## src/rtl/float_div_12.sv

```systemverilog
// float_div_12: restoring divider for the 12-bit float {sgn, exp[4:0] bias 15, man[5:0] hidden 1}.
// Latency: accept edge to valid_o = MAN_W+3 edges (MAN_W+4 with FLOAT_DIV_12_ROUND_EN), fixed for all operands.
// Backpressure: one operation in flight; ready_o only in IDLE, result held in DONE until ready_i.
module float_div_12 #(
    parameter int EXP_W = 5,
    parameter int MAN_W = 6,
    parameter int BIAS  = 15
) (
    input  logic                     clk_i,
    input  logic                     rst_n_i,
    input  logic [EXP_W+MAN_W:0]     data_1_i,
    input  logic [EXP_W+MAN_W:0]     data_2_i,
    input  logic                     valid_i,
    output logic                     ready_o,
    output logic [EXP_W+MAN_W:0]     data_div_o,
    output logic                     div_zero_o,
    output logic                     valid_o,
    input  logic                     ready_i
);

    localparam int W  = 1 + EXP_W + MAN_W;
    localparam int EW = EXP_W + 2;
`ifdef FLOAT_DIV_12_ROUND_EN
    localparam int N = MAN_W + 3;   // extra iteration yields the guard bit
`else
    localparam int N = MAN_W + 2;
`endif
    localparam int CW = $clog2(N + 1);
    localparam logic [CW-1:0]        LAST   = CW'(N - 1);
    localparam logic [EW-1:0]        BIAS_E = EW'(BIAS);
    localparam logic signed [EW-1:0] E_MAX  = EW'((1 << EXP_W) - 1);

    localparam logic [1:0] S_IDLE = 2'd0;
    localparam logic [1:0] S_DIV  = 2'd1;
    localparam logic [1:0] S_NORM = 2'd2;
    localparam logic [1:0] S_DONE = 2'd3;

    logic [1:0]              state;
    logic                    sgn;
    logic signed [EW-1:0]    e_tmp;
    logic [MAN_W+1:0]        rem;
    logic [MAN_W:0]          dvs;
    logic [N-1:0]            q;
    logic [CW-1:0]           cnt;
    logic                    a_zero;
    logic                    b_zero;

    logic [EW-1:0]           e_acc;
    logic                    q_bit;
    logic [MAN_W+1:0]        rem_sub;
    logic [MAN_W+1:0]        rem_nxt;
    logic [MAN_W-1:0]        man_f;
    logic signed [EW-1:0]    e_f;
    logic [W-1:0]            res;
    logic                    res_dz;

    assign ready_o = (state == S_IDLE);

    // Exponent difference in EW-bit two's complement; wraps correctly for negative results.
    assign e_acc = {2'b00, data_1_i[W-2:MAN_W]} - {2'b00, data_2_i[W-2:MAN_W]} + BIAS_E;

    // One restoring step: subtract when the partial remainder covers the divisor, then shift.
    always_comb begin
        q_bit   = (rem >= {1'b0, dvs});
        rem_sub = q_bit ? (rem - {1'b0, dvs}) : rem;
        rem_nxt = rem_sub << 1;
    end

    // Normalise the quotient (value in [0.5,2)), optionally round, then apply special cases.
    always_comb begin
`ifdef FLOAT_DIV_12_ROUND_EN
        logic          guard;
        logic [MAN_W:0] man_r;
`endif
        man_f  = '0;
        e_f    = e_tmp;
        res    = '0;
        res_dz = 1'b0;
        if (q[N-1]) begin
            man_f = q[N-2 -: MAN_W];
            e_f   = e_tmp;
        end else begin
            man_f = q[N-3 -: MAN_W];
            e_f   = e_tmp - EW'(1);
        end
`ifdef FLOAT_DIV_12_ROUND_EN
        guard = q[N-1] ? q[N-2-MAN_W] : q[N-3-MAN_W];
        man_r = {1'b0, man_f} + {{MAN_W{1'b0}}, guard};
        man_f = man_r[MAN_W-1:0];
        // Carry-out leaves the mantissa at zero and bumps the exponent.
        if (man_r[MAN_W]) begin
            e_f = e_f + EW'(1);
        end
`endif
        if (a_zero) begin
            res = '0;
        end else if (b_zero) begin
            res    = {sgn, {(W-1){1'b1}}};
            res_dz = 1'b1;
        end else if (e_f > E_MAX) begin
            res = {sgn, {(W-1){1'b1}}};
        end else if (e_f <= 0) begin
            res = '0;
        end else begin
            res = {sgn, e_f[EXP_W-1:0], man_f};
        end
    end

    // Control FSM with operand capture, iteration state and registered outputs.
    always_ff @(posedge clk_i or negedge rst_n_i) begin
        if (!rst_n_i) begin
            state      <= S_IDLE;
            sgn        <= 1'b0;
            e_tmp      <= '0;
            rem        <= '0;
            dvs        <= '0;
            q          <= '0;
            cnt        <= '0;
            a_zero     <= 1'b0;
            b_zero     <= 1'b0;
            data_div_o <= '0;
            div_zero_o <= 1'b0;
            valid_o    <= 1'b0;
        end else begin
            case (state)
                S_IDLE: begin
                    if (valid_i) begin
                        state  <= S_DIV;
                        sgn    <= data_1_i[W-1] ^ data_2_i[W-1];
                        e_tmp  <= e_acc;
                        rem    <= {1'b0, 1'b1, data_1_i[MAN_W-1:0]};
                        dvs    <= {1'b1, data_2_i[MAN_W-1:0]};
                        q      <= '0;
                        cnt    <= '0;
                        a_zero <= (data_1_i[W-2:0] == '0);
                        b_zero <= (data_2_i[W-2:0] == '0);
                    end
                end
                S_DIV: begin
                    rem <= rem_nxt;
                    q   <= {q[N-2:0], q_bit};
                    cnt <= cnt + CW'(1);
                    if (cnt == LAST) begin
                        state <= S_NORM;
                    end
                end
                S_NORM: begin
                    data_div_o <= res;
                    div_zero_o <= res_dz;
                    valid_o    <= 1'b1;
                    state      <= S_DONE;
                end
                default: begin
                    if (ready_i) begin
                        valid_o <= 1'b0;
                        state   <= S_IDLE;
                    end
                end
            endcase
        end
    end

endmodule
```

## config.mk

```make
export PLATFORM = sky130hd
export DESIGN_NAME = float_div_12
export DESIGN_NICKNAME = d
export VERILOG_FILES = /design/src/rtl/float_div_12.sv
export SDC_FILE = /design/constraint.sdc
export NUM_CORES = 1
export LEC_CHECK = 0
export BUFFER_PORTS_ARGS = -buffer_cell sky130_fd_sc_hd__buf_2
export CORE_ASPECT_RATIO = 1.25
export CORE_MARGIN = 2
export CORE_UTILIZATION = 45
export DETAILED_ROUTE_END_ITERATION = 6
export HOLD_SLACK_MARGIN = 0.12
export SLEW_MARGIN = 20
export SYNTH_ARGS = -nofsm -noshare
export SYNTH_HDL_FRONTEND = slang
export SYNTH_SLANG_ARGS = --single-unit
```

## constraint.sdc

```tcl
create_clock -name clk_i -period 2.8 [get_ports clk_i]
set_input_delay 0.14 -clock clk_i [delete_from_list [all_inputs] [get_ports clk_i]]
set_output_delay 0.14 -clock clk_i [all_outputs]
set_load 0.01 [all_outputs]
```

# Word level (Yosys, flattened, before mapping)
# Cells that the tools add are included.
[word_totals]
ff_bits = 53
input_bits = 28
output_inout_bits = 15
wordCells = 59
[classes]
add_sub_neg = 5
order_cmp = 3
n_eq_ne = 5
muxes = 21
n_bitwise = 2
reduce_logical = 11
[ops]
columns = ["operator", "count"]
rows = [
  ["$mux 12", 4],
  ["$pmux 8 s2", 2],
  ["$logic_not 11->1", 2],
  ["$mux 8", 2],
  ["$mux 7", 2],
  ["$ge 8x7->1", 1],
  ["$pmux 4 s2", 1],
  ["$add 6x5->7 const B", 1],
  ["$gt 7x6->1 const B", 1],
  ["$le 7x1->1 const B", 1],
  ["$sub 7x2->7 const B", 1],
  ["$sub 7x7->7", 1],
  ["$mux 2", 3],
  ["$mux 6", 1],
  ["$pmux 2 s3", 1],
  ["$reduce_and 2->1", 3],
  ["$sub 5x5->6", 1],
  ["$add 4x1->4 const B", 1],
  ["$eq 4x3->1 const B", 1],
  ["$mux 4", 1],
  ["$ne 2x2->1 const B", 2],
  ["$reduce_bool 2->1", 2],
  ["$reduce_bool 4->1", 1],
  ["$mux 1", 3],
  ["8 further kinds", 8],
]

# Longest topological paths before layout
# Gate-level depths: netlist of run 1.
[depth]
word_depth = 7
ltp_mapped = 10
depth_no_buf = 10

# Worst setup path after synthesis of run 1
# No wires, ideal clock.
[synth_timing]
path_kind = "flip-flop to flip-flop"
startpoint = "register rem[0]"
endpoint = "register rem[2]"
setup_ps = 126
arrival_ps = 2013
t_required_ps = 2674
slack_ps = 661
path_stages_with_launch = 10
n_path_buf = 0
synth_period_minus_slack_ps = 2139
path_cell_list = "dfrtp_1 > inv_1 > ha_1 > fa_1 > nand2b_1 > a21oi_2 > nand2b_1 > a21oi_4 > mux2i_1 > a221o_1"
[synth_between]
elab_chain_len = 3
word_cells_on_any_way = 4
classes_between = "add/sub (1); order compare (1); mux (2)"
[synth_lines]
columns = ["element", "line", "source"]
rows = [
  ["start, declared", "41", "logic [MAN_W+1:0] rem;"],
  ["start signal, assigned", "131", "rem <= {1'b0, 1'b1, data_1_i[MAN_W-1:0]};"],
  ["start signal, assigned", "140", "rem <= rem_nxt;"],
  ["$sub 7x7->7 or $ge 8x7->1 (tied branches)", "65, 64", ""],
  ["$mux 7 (*)", "65", "rem_sub = q_bit ? (rem - {1'b0, dvs}) : rem;"],
  ["$pmux 8 s2 (*)", "125", "case (state)"],
]
# Mark *: on every way between the ends. The rest lies on a longest branch, timed or not.
# A chain may end at the register's enable or synchronous reset.

# Worst setup path in the final report of run 1
# Same ends and word-level chain as after synthesis.

==> flow_summary.json, run 1 <==
{
  "tns_ns": 0,
  "setup_ws_ns": 0.507,
  "reg2reg_setup_slack_ns": 0.51,
  "final_antenna_net_count": 0,
  "grt_usage_pct": 18.4,
  "drive_gt1_share_pct": 19.5,
  "syn-num-nets": 368,
  "critPathKind": "flip-flop to flip-flop",
  "gr-max-usage-layer": "met2",
  "finalSetupViolations": 0,
  "start_kind": "flip-flop",
  "holdPathStages": 3,
  "wl_um": 6370,
  "numCtsBuffers": 5,
  "hold_end": "valid_o$_DFFE_PN0P_",
  "rsz0062_at_grt": "no",
  "r2r_start": "rem[0]$_DFFE_PN0P_",
  "crit_path_end_kind": "flip-flop",
  "htreeDepth": 2,
  "synthesis.instances": 320,
  "grt_pass1_wl_um": 11200,
  "avgSynthCellArea_um2": 9.81,
  "cp_common_cell": "nand2b_1",
  "worst_slew_pin_slew_ns": 0.658,
  "arrival_ns": 2.49,
  "cts_root_buf": "clkbuf_8",
  "crit_start": "rem[0]$_DFFE_PN0P_",
  "maxCapViolCount": 0,
  "gp_congestion": 0.838,
  "grt_start_max_net_pins": 30,
  "relSlewSlack_pct": 56.1,
  "worstReg2RegEnd": "rem[2]$_DFFE_PN0P_",
  "cts.sinks": 53,
  "power.density_nw_per_um2": 1140,
  "place_area_um2": 3460,
  "placementRows": 34,
  "fin_nets": 422,
  "first_iter_violations": 121,
  "cp_slowest_stage_delay_ns": 0.39,
  "worstSkewPairLatency_ns": 0.31,
  "hold_violations": 0,
  "crit_chain": "inv_1 -> ha_1 -> fa_1 -> nand2b_1 -> a21oi_2 -> nand2b_1 -> a21oi_4 -> mux2i_1 -> a221o_1",
  "vdd_ir_drop_max_v": 0.000566,
  "skew_ns": 0.00638,
  "drt_first_pass_iters": 4,
  "ys_seq_area_share_pct": 42.2,
  "use_met1_pct": 24.3,
  "required_ns": 3.00,
  "min_period_over_period_pct": 81.9,
  "finalNonFillerCells": 465,
  "hold_class": "primary input to flip-flop",
  "cp_max_fo": 8,
  "hold_path.startpoint": "ready_i",
  "fin_area_um2": 3640,
  "drcViolationCount": 0,
  "core_area_um2": 6850,
  "synth_edf_count": 0,
  "synthArstFlopShare_pct": 100,
  "area_delta_synth_final_pct": 15.8,
  "grt_antenna_before_repair": 0,
  "chipHeight_um": 97.4,
  "synth_warnings": 0,
  "port_buffers": 42,
  "synth_ff_type": "dfrtp_1",
  "start_util_pct": 45.9,
  "grt_pass1_vias": 2373,
  "diodes": 0,
  "synth_cell_types": 53,
  "routedWlPerCell_um": 13.7,
  "place_ws_ns": 0.516,
  "clock_path_buffers": 2,
  "die_area_um2": 7670,
  "fin_crit_ns": 2.29,
  "clk_pin_slew_ns": 0.09,
  "die_x_um": 78.7,
  "reg2reg_depth": 9,
  "synth-seq-cells": 53,
  "globalRouteOverflowTotal": 0,
  "vias": 2443,
  "placed_cells": 448,
  "hpwl_um": 4880,
  "io_pins": 43,
  "p_leak_nw": 1.73,
  "viasPerCell": 5.25,
  "whs_ns": 0.131,
  "fmax_ghz": 0.436,
  "synth_area_um2": 3140,
  "cts_tree": "built",
  "crit_slowest_cell": "fa_1",
  "ctsResizeCount": 0,
  "use_met2_pct": 30.6,
  "status": "complete, no violations",
  "slew_viol_final": 0,
  "met3_usage_pct": 2.79
}
worst max path at each step:
stage | end | slack (ns) | cells after the start
finish | rem[2]$_DFFE_PN0P_ | 0.51 | 9
global route | rem[2]$_DFFE_PN0P_ | 0.37 | 9
CTS | rem[2]$_DFFE_PN0P_ | 0.51 | 9
detailed placement | rem[2]$_DFFE_PN0P_ | 0.52 | 9
global placement | rem[2]$_DFFE_PN0P_ | 0.59 | 9
floorplan | rem[2]$_DFFE_PN0P_ | 0.66 | 9
kinds of logic (layout without fill, tap and decap cells):
logic type,Yosys count,count (layout),share of synthesized area [%]
buffers and inverters,43,98,5.38
flip-flops,53,53,42.2
adder cells (fa/ha/maj),20,20,8.45
multiplexers,19,19,6.33
XOR/XNOR,17,17,4.98
AO/OA/AOI/OAI,82,82,18.1
AND/OR/NAND/NOR,86,86,14.5
sequential cells by signal, summed over array words and instances, names as in the netlist:
register,flops
a_zero,1
b_zero,1
cnt,4
data_div_o,12
div_zero_o,1
dvs,7
e_tmp,7
q,8
rem,8
sgn,1
state,2
valid_o,1
per-stage QoR:
stage,utilization [%],power [mW]
2_1_floorplan,-,3.17
3_3_place_gp,50.6,3.70
3_5_place_dp,50.6,3.74
4_1_cts,53.1,4.18
5_1_grt,53.1,4.55
6_report,53.1,4.14
Yosys cell counts (all sizes together) (2+ instances only):
cell type,instances,area [um^2]
buf,5,26.3
or3,2,17.5
xnor2,8,70.1
nor3,9,56.3
dfrtp,53,1330
nor3b,2,15.0
mux2i,12,120
o21a,3,22.5
and3,4,25.0
nand3,4,20.0
a211oi,2,15.0
mux2,7,78.8
nand2b,7,43.8
a21oi,16,95.1
nand2,22,92.6
o31ai,2,15.0
clkbuf,5,18.8
o221ai,9,78.8
o21ai,27,135
nor2b,5,31.3
inv,33,124
a22o,11,96.3
a21o,2,15.0
xor2,9,86.3
nor2,21,81.3
ha,18,225
fa,2,40.0
nor4,6,43.8
a31oi,2,12.5
what timing repair did:
action | CTS | global route
hold endpoints to repair | 35 | 0
buffers inserted | 0 | 0
hold buffers | 9 | 0
worst max-delay path, delay by kind of cell (launching register included):
| family | cells | cell delay, ns |
|---|---|---|
| compound gates | 3 | 0.63 |
| fa+ha+maj | 2 | 0.61 |
| flops | 1 | 0.36 |
| simple gates | 2 | 0.35 |
| mux | 1 | 0.15 |
| buf+inv | 1 | 0.07 |
power breakdown:
part | leakage [nW] | switching (mW) | internal (mW)
Combinational | 1.02 | 1.27 | 1.06
Sequential | 0.668 | 0.286 | 1.10
Clock | 0.0385 | 0.250 | 0.178
area by class of cell:
type / count / area [um^2]
timing repair buffer: 57 / 345
inverter: 33 / 124
clock buffer: 7 / 76.3
sequential: 53 / 1330
tap: 90 / 113
clock inverter: 1 / 7.51
multi-input combinational: 224 / 1650
fill: 638 / 3210
routing by layer:
layer	vias to the layer above	wire (um)
li1	1238	-
met1	1149	2850
met2	50	3210
met3	6	214
met4	0	96
met5	-	0
layout by cell type (no fill, tap or decap), types with 2 or more instances in the layout:
master	count
inv_1	33
o21ai_0	25
xor2_1	8
a21o_1	2
nand2b_1	7
fa_1	2
o221ai_1	9
nor2_1	20
o31ai_1	2
nor3b_1	2
a21oi_1	14
ha_1	18
buf_2	42
a22o_1	11
nand2_1	20
o21a_1	3
clkbuf_1	2
buf_4	6
dfrtp_1	53
a211oi_1	2
nor2b_1	5
dlygate4sd3_1	9
nor3_1	8
nor4_1	5
xnor2_1	8
mux2_2	7
mux2i_1	12
a31oi_1	2
nand3_1	4
and3_1	4
o21ai_1	2
clkbuf_8	5
(Power assumes the default switching activity.)
==> run 2: changes to the inputs <==
- clock period: 2.8 -> 2.14 ns (I/O delays scaled with it)
==> run 2 against run 1 <==
- die area stayed put
- critical path depth up 1
- highest routed layer unchanged
- final cell count is 3.0% higher
- clock power is 43% higher
- clock skew down 0.0019 ns
- design area rose by 5.1%
- largest cell class unchanged
- sequential power grew 30%
- largest power group unchanged
==> flow_summary.json, run 2 (synthesis results as in run 1) <==
{
  "arrival_ns": 2.24,
  "critPathKind": "flip-flop to flip-flop",
  "fill_cells": 622,
  "place_ws_ns": -0.000833,
  "power.density_nw_per_um2": 1540,
  "viasPerCell": 5.26,
  "start_util_pct": 45.9,
  "fin_nets": 436,
  "use_met2_pct": 32.7,
  "drt_first_pass_iters": 4,
  "chipHeight_um": 97.4,
  "die_area_um2": 7670,
  "r2r_start": "rem[0]$_DFFE_PN0P_",
  "largest_register_ffs": 12,
  "globalRouteOverflowTotal": 0,
  "cts.sinks": 53,
  "relSlewSlack_pct": 63.9,
  "wl_um": 6750,
  "tns_ns": 0,
  "max_flop_register": "data_div_o",
  "gr-max-usage-layer": "met2",
  "final_util_pct": 55.8,
  "vias": 2519,
  "drcViolationCount": 0,
  "final_antenna_net_count": 0,
  "drive_gt1_share_pct": 24.2,
  "hpwl_um": 5040,
  "area_delta_synth_final_pct": 21.7,
  "internal_power_mw": 3.36,
  "hold_class": "primary input to flip-flop",
  "reg2reg_depth": 10,
  "die_x_um": 78.7,
  "mostFrequentLayoutCell": "dfrtp_1",
  "crit_start": "rem[0]$_DFFE_PN0P_",
  "p_switching_mw": 2.52,
  "worstSkewPairLatency_ns": 0.31,
  "finalSetupViolations": 0,
  "diodes": 0,
  "vdd_ir_drop_max_v": 0.000803,
  "numCtsBuffers": 5,
  "fin_crit_ns": 2.04,
  "grt_antenna_before_repair": 0,
  "placed_cells": 454,
  "start_kind": "flip-flop",
  "cts_root_buf": "clkbuf_8",
  "grt_pass1_vias": 2470,
  "setup_ws_ns": 0.101,
  "final_cell_mix": "dfrtp_1, buf_2, inv_1",
  "slew_viol_final": 0,
  "cp_max_fo": 3,
  "grt_pass1_wl_um": 11400,
  "min_period_over_period_pct": 95.3,
  "io_pins": 43,
  "required_ns": 2.34,
  "met3_usage_pct": 2.97,
  "grt_start_max_net_pins": 33,
  "grt_usage_pct": 18.8,
  "fmax_ghz": 0.490,
  "first_iter_violations": 62,
  "placementRows": 34,
  "p_sw_share_pct": 42.8,
  "use_met1_pct": 22.6,
  "skew_ns": 0.00447,
  "finalNonFillerCells": 479,
  "status": "complete, no violations",
  "clock_power_share_pct": 10.4,
  "cts_tree": "built",
  "worst_slew_pin_slew_ns": 0.542,
  "core_area_um2": 6850,
  "maxCapViolCount": 0,
  "power_frac_seq_pct": 30.6,
  "p_leak_nw": 1.82,
  "p_comb_share_pct": 59.1,
  "holdPathStages": 4,
  "reg_top3": "data_div_o x12, q x8, rem x8",
  "clk_pin_slew_ns": 0.10,
  "clock_path_buffers": 2,
  "gp_congestion": 0.904,
  "hold_violations": 0,
  "routedWlPerCell_um": 14.1,
  "htreeDepth": 2,
  "crit_path_end_kind": "flip-flop",
  "hold_path.startpoint": "data_2_i[10]",
  "port_buffers": 42
}
## run 2: worst max-delay path, cell delays in order (launching register included)
cell and delay [ns]:
dfrtp_1 0.38, inv_2 0.06, ha_4 0.16, fa_2 0.36
nand2b_4 0.15, a21oi_2 0.15, buf_4 0.13, a21o_1 0.12
a21oi_2 0.06, mux2i_1 0.12, a32o_1 0.25
## run 2: cell type report
type,instances,area [um^2],area share (%)
Sequential cell,53,1330,34.7
Clock inverter,2,13.8,0.360
Clock buffer,6,82.6,2.16
Timing Repair Buffer,71,473,12.4
Multi-Input combinational cell,224,1690,44.2
Tap cell,90,113,2.95
Inverter,33,124,3.24
## run 2: power groups by stage
stage	Sequential, mW	Clock, mW	Combinational (mW)
floorplan	1.77	0	2.38
global placement	1.80	0	3.18
detailed placement	1.81	0	3.23
CTS	1.79	0.632	3.32
global route	1.86	0.676	3.87
finish	1.80	0.610	3.47
## run 2: through the flow
| step | cell area (um^2) | power (mW) | hold slack, ns |
|---|---|---|---|
| 2_1_floorplan | 3140 | 4.15 | -0.189 |
| 3_3_place_gp | 3520 | 4.98 | 0.123 |
| 3_5_place_dp | 3520 | 5.04 | 0.119 |
| 4_1_cts | 3760 | 5.74 | 0.122 |
| 5_1_grt | 3820 | 6.41 | 0.126 |
| 6_report | 3820 | 5.88 | 0.118 |
## run 2: final timing paths
kind | slack [ns] | to
max | 0.10 | rem[7]$_DFFE_PN0P_
min | 0.12 | b_zero$_DFFE_PN0P_
max reg2reg | 0.10 | rem[7]$_DFFE_PN0P_
min reg2reg | 0.47 | dvs[6]$_DFFE_PN0P_
max in group asynchronous | 1.28 | q[1]$_DFFE_PN0P_
min in group asynchronous | 0.30 | data_div_o[11]$_DFFE_PN0P_
## run 2: what timing repair did
action / in CTS / in global routing
pin swaps: 0 / 6
hold buffers: 13 / 0
gates resized for setup: 2 / 9
setup endpoints to repair: 2 / 15
buffers inserted: 1 / 3
endpoints found under the hold margin: 31 / 0
## run 2: routing by layer
layer  share of wire, %  up-vias  routed length [um]
met4                3.7        0                 251
met2                 51       58                3410
met5                  0        -                   0
met1                 42     1183                2870
met3                3.3       18                 222
li1                   -     1260                   -
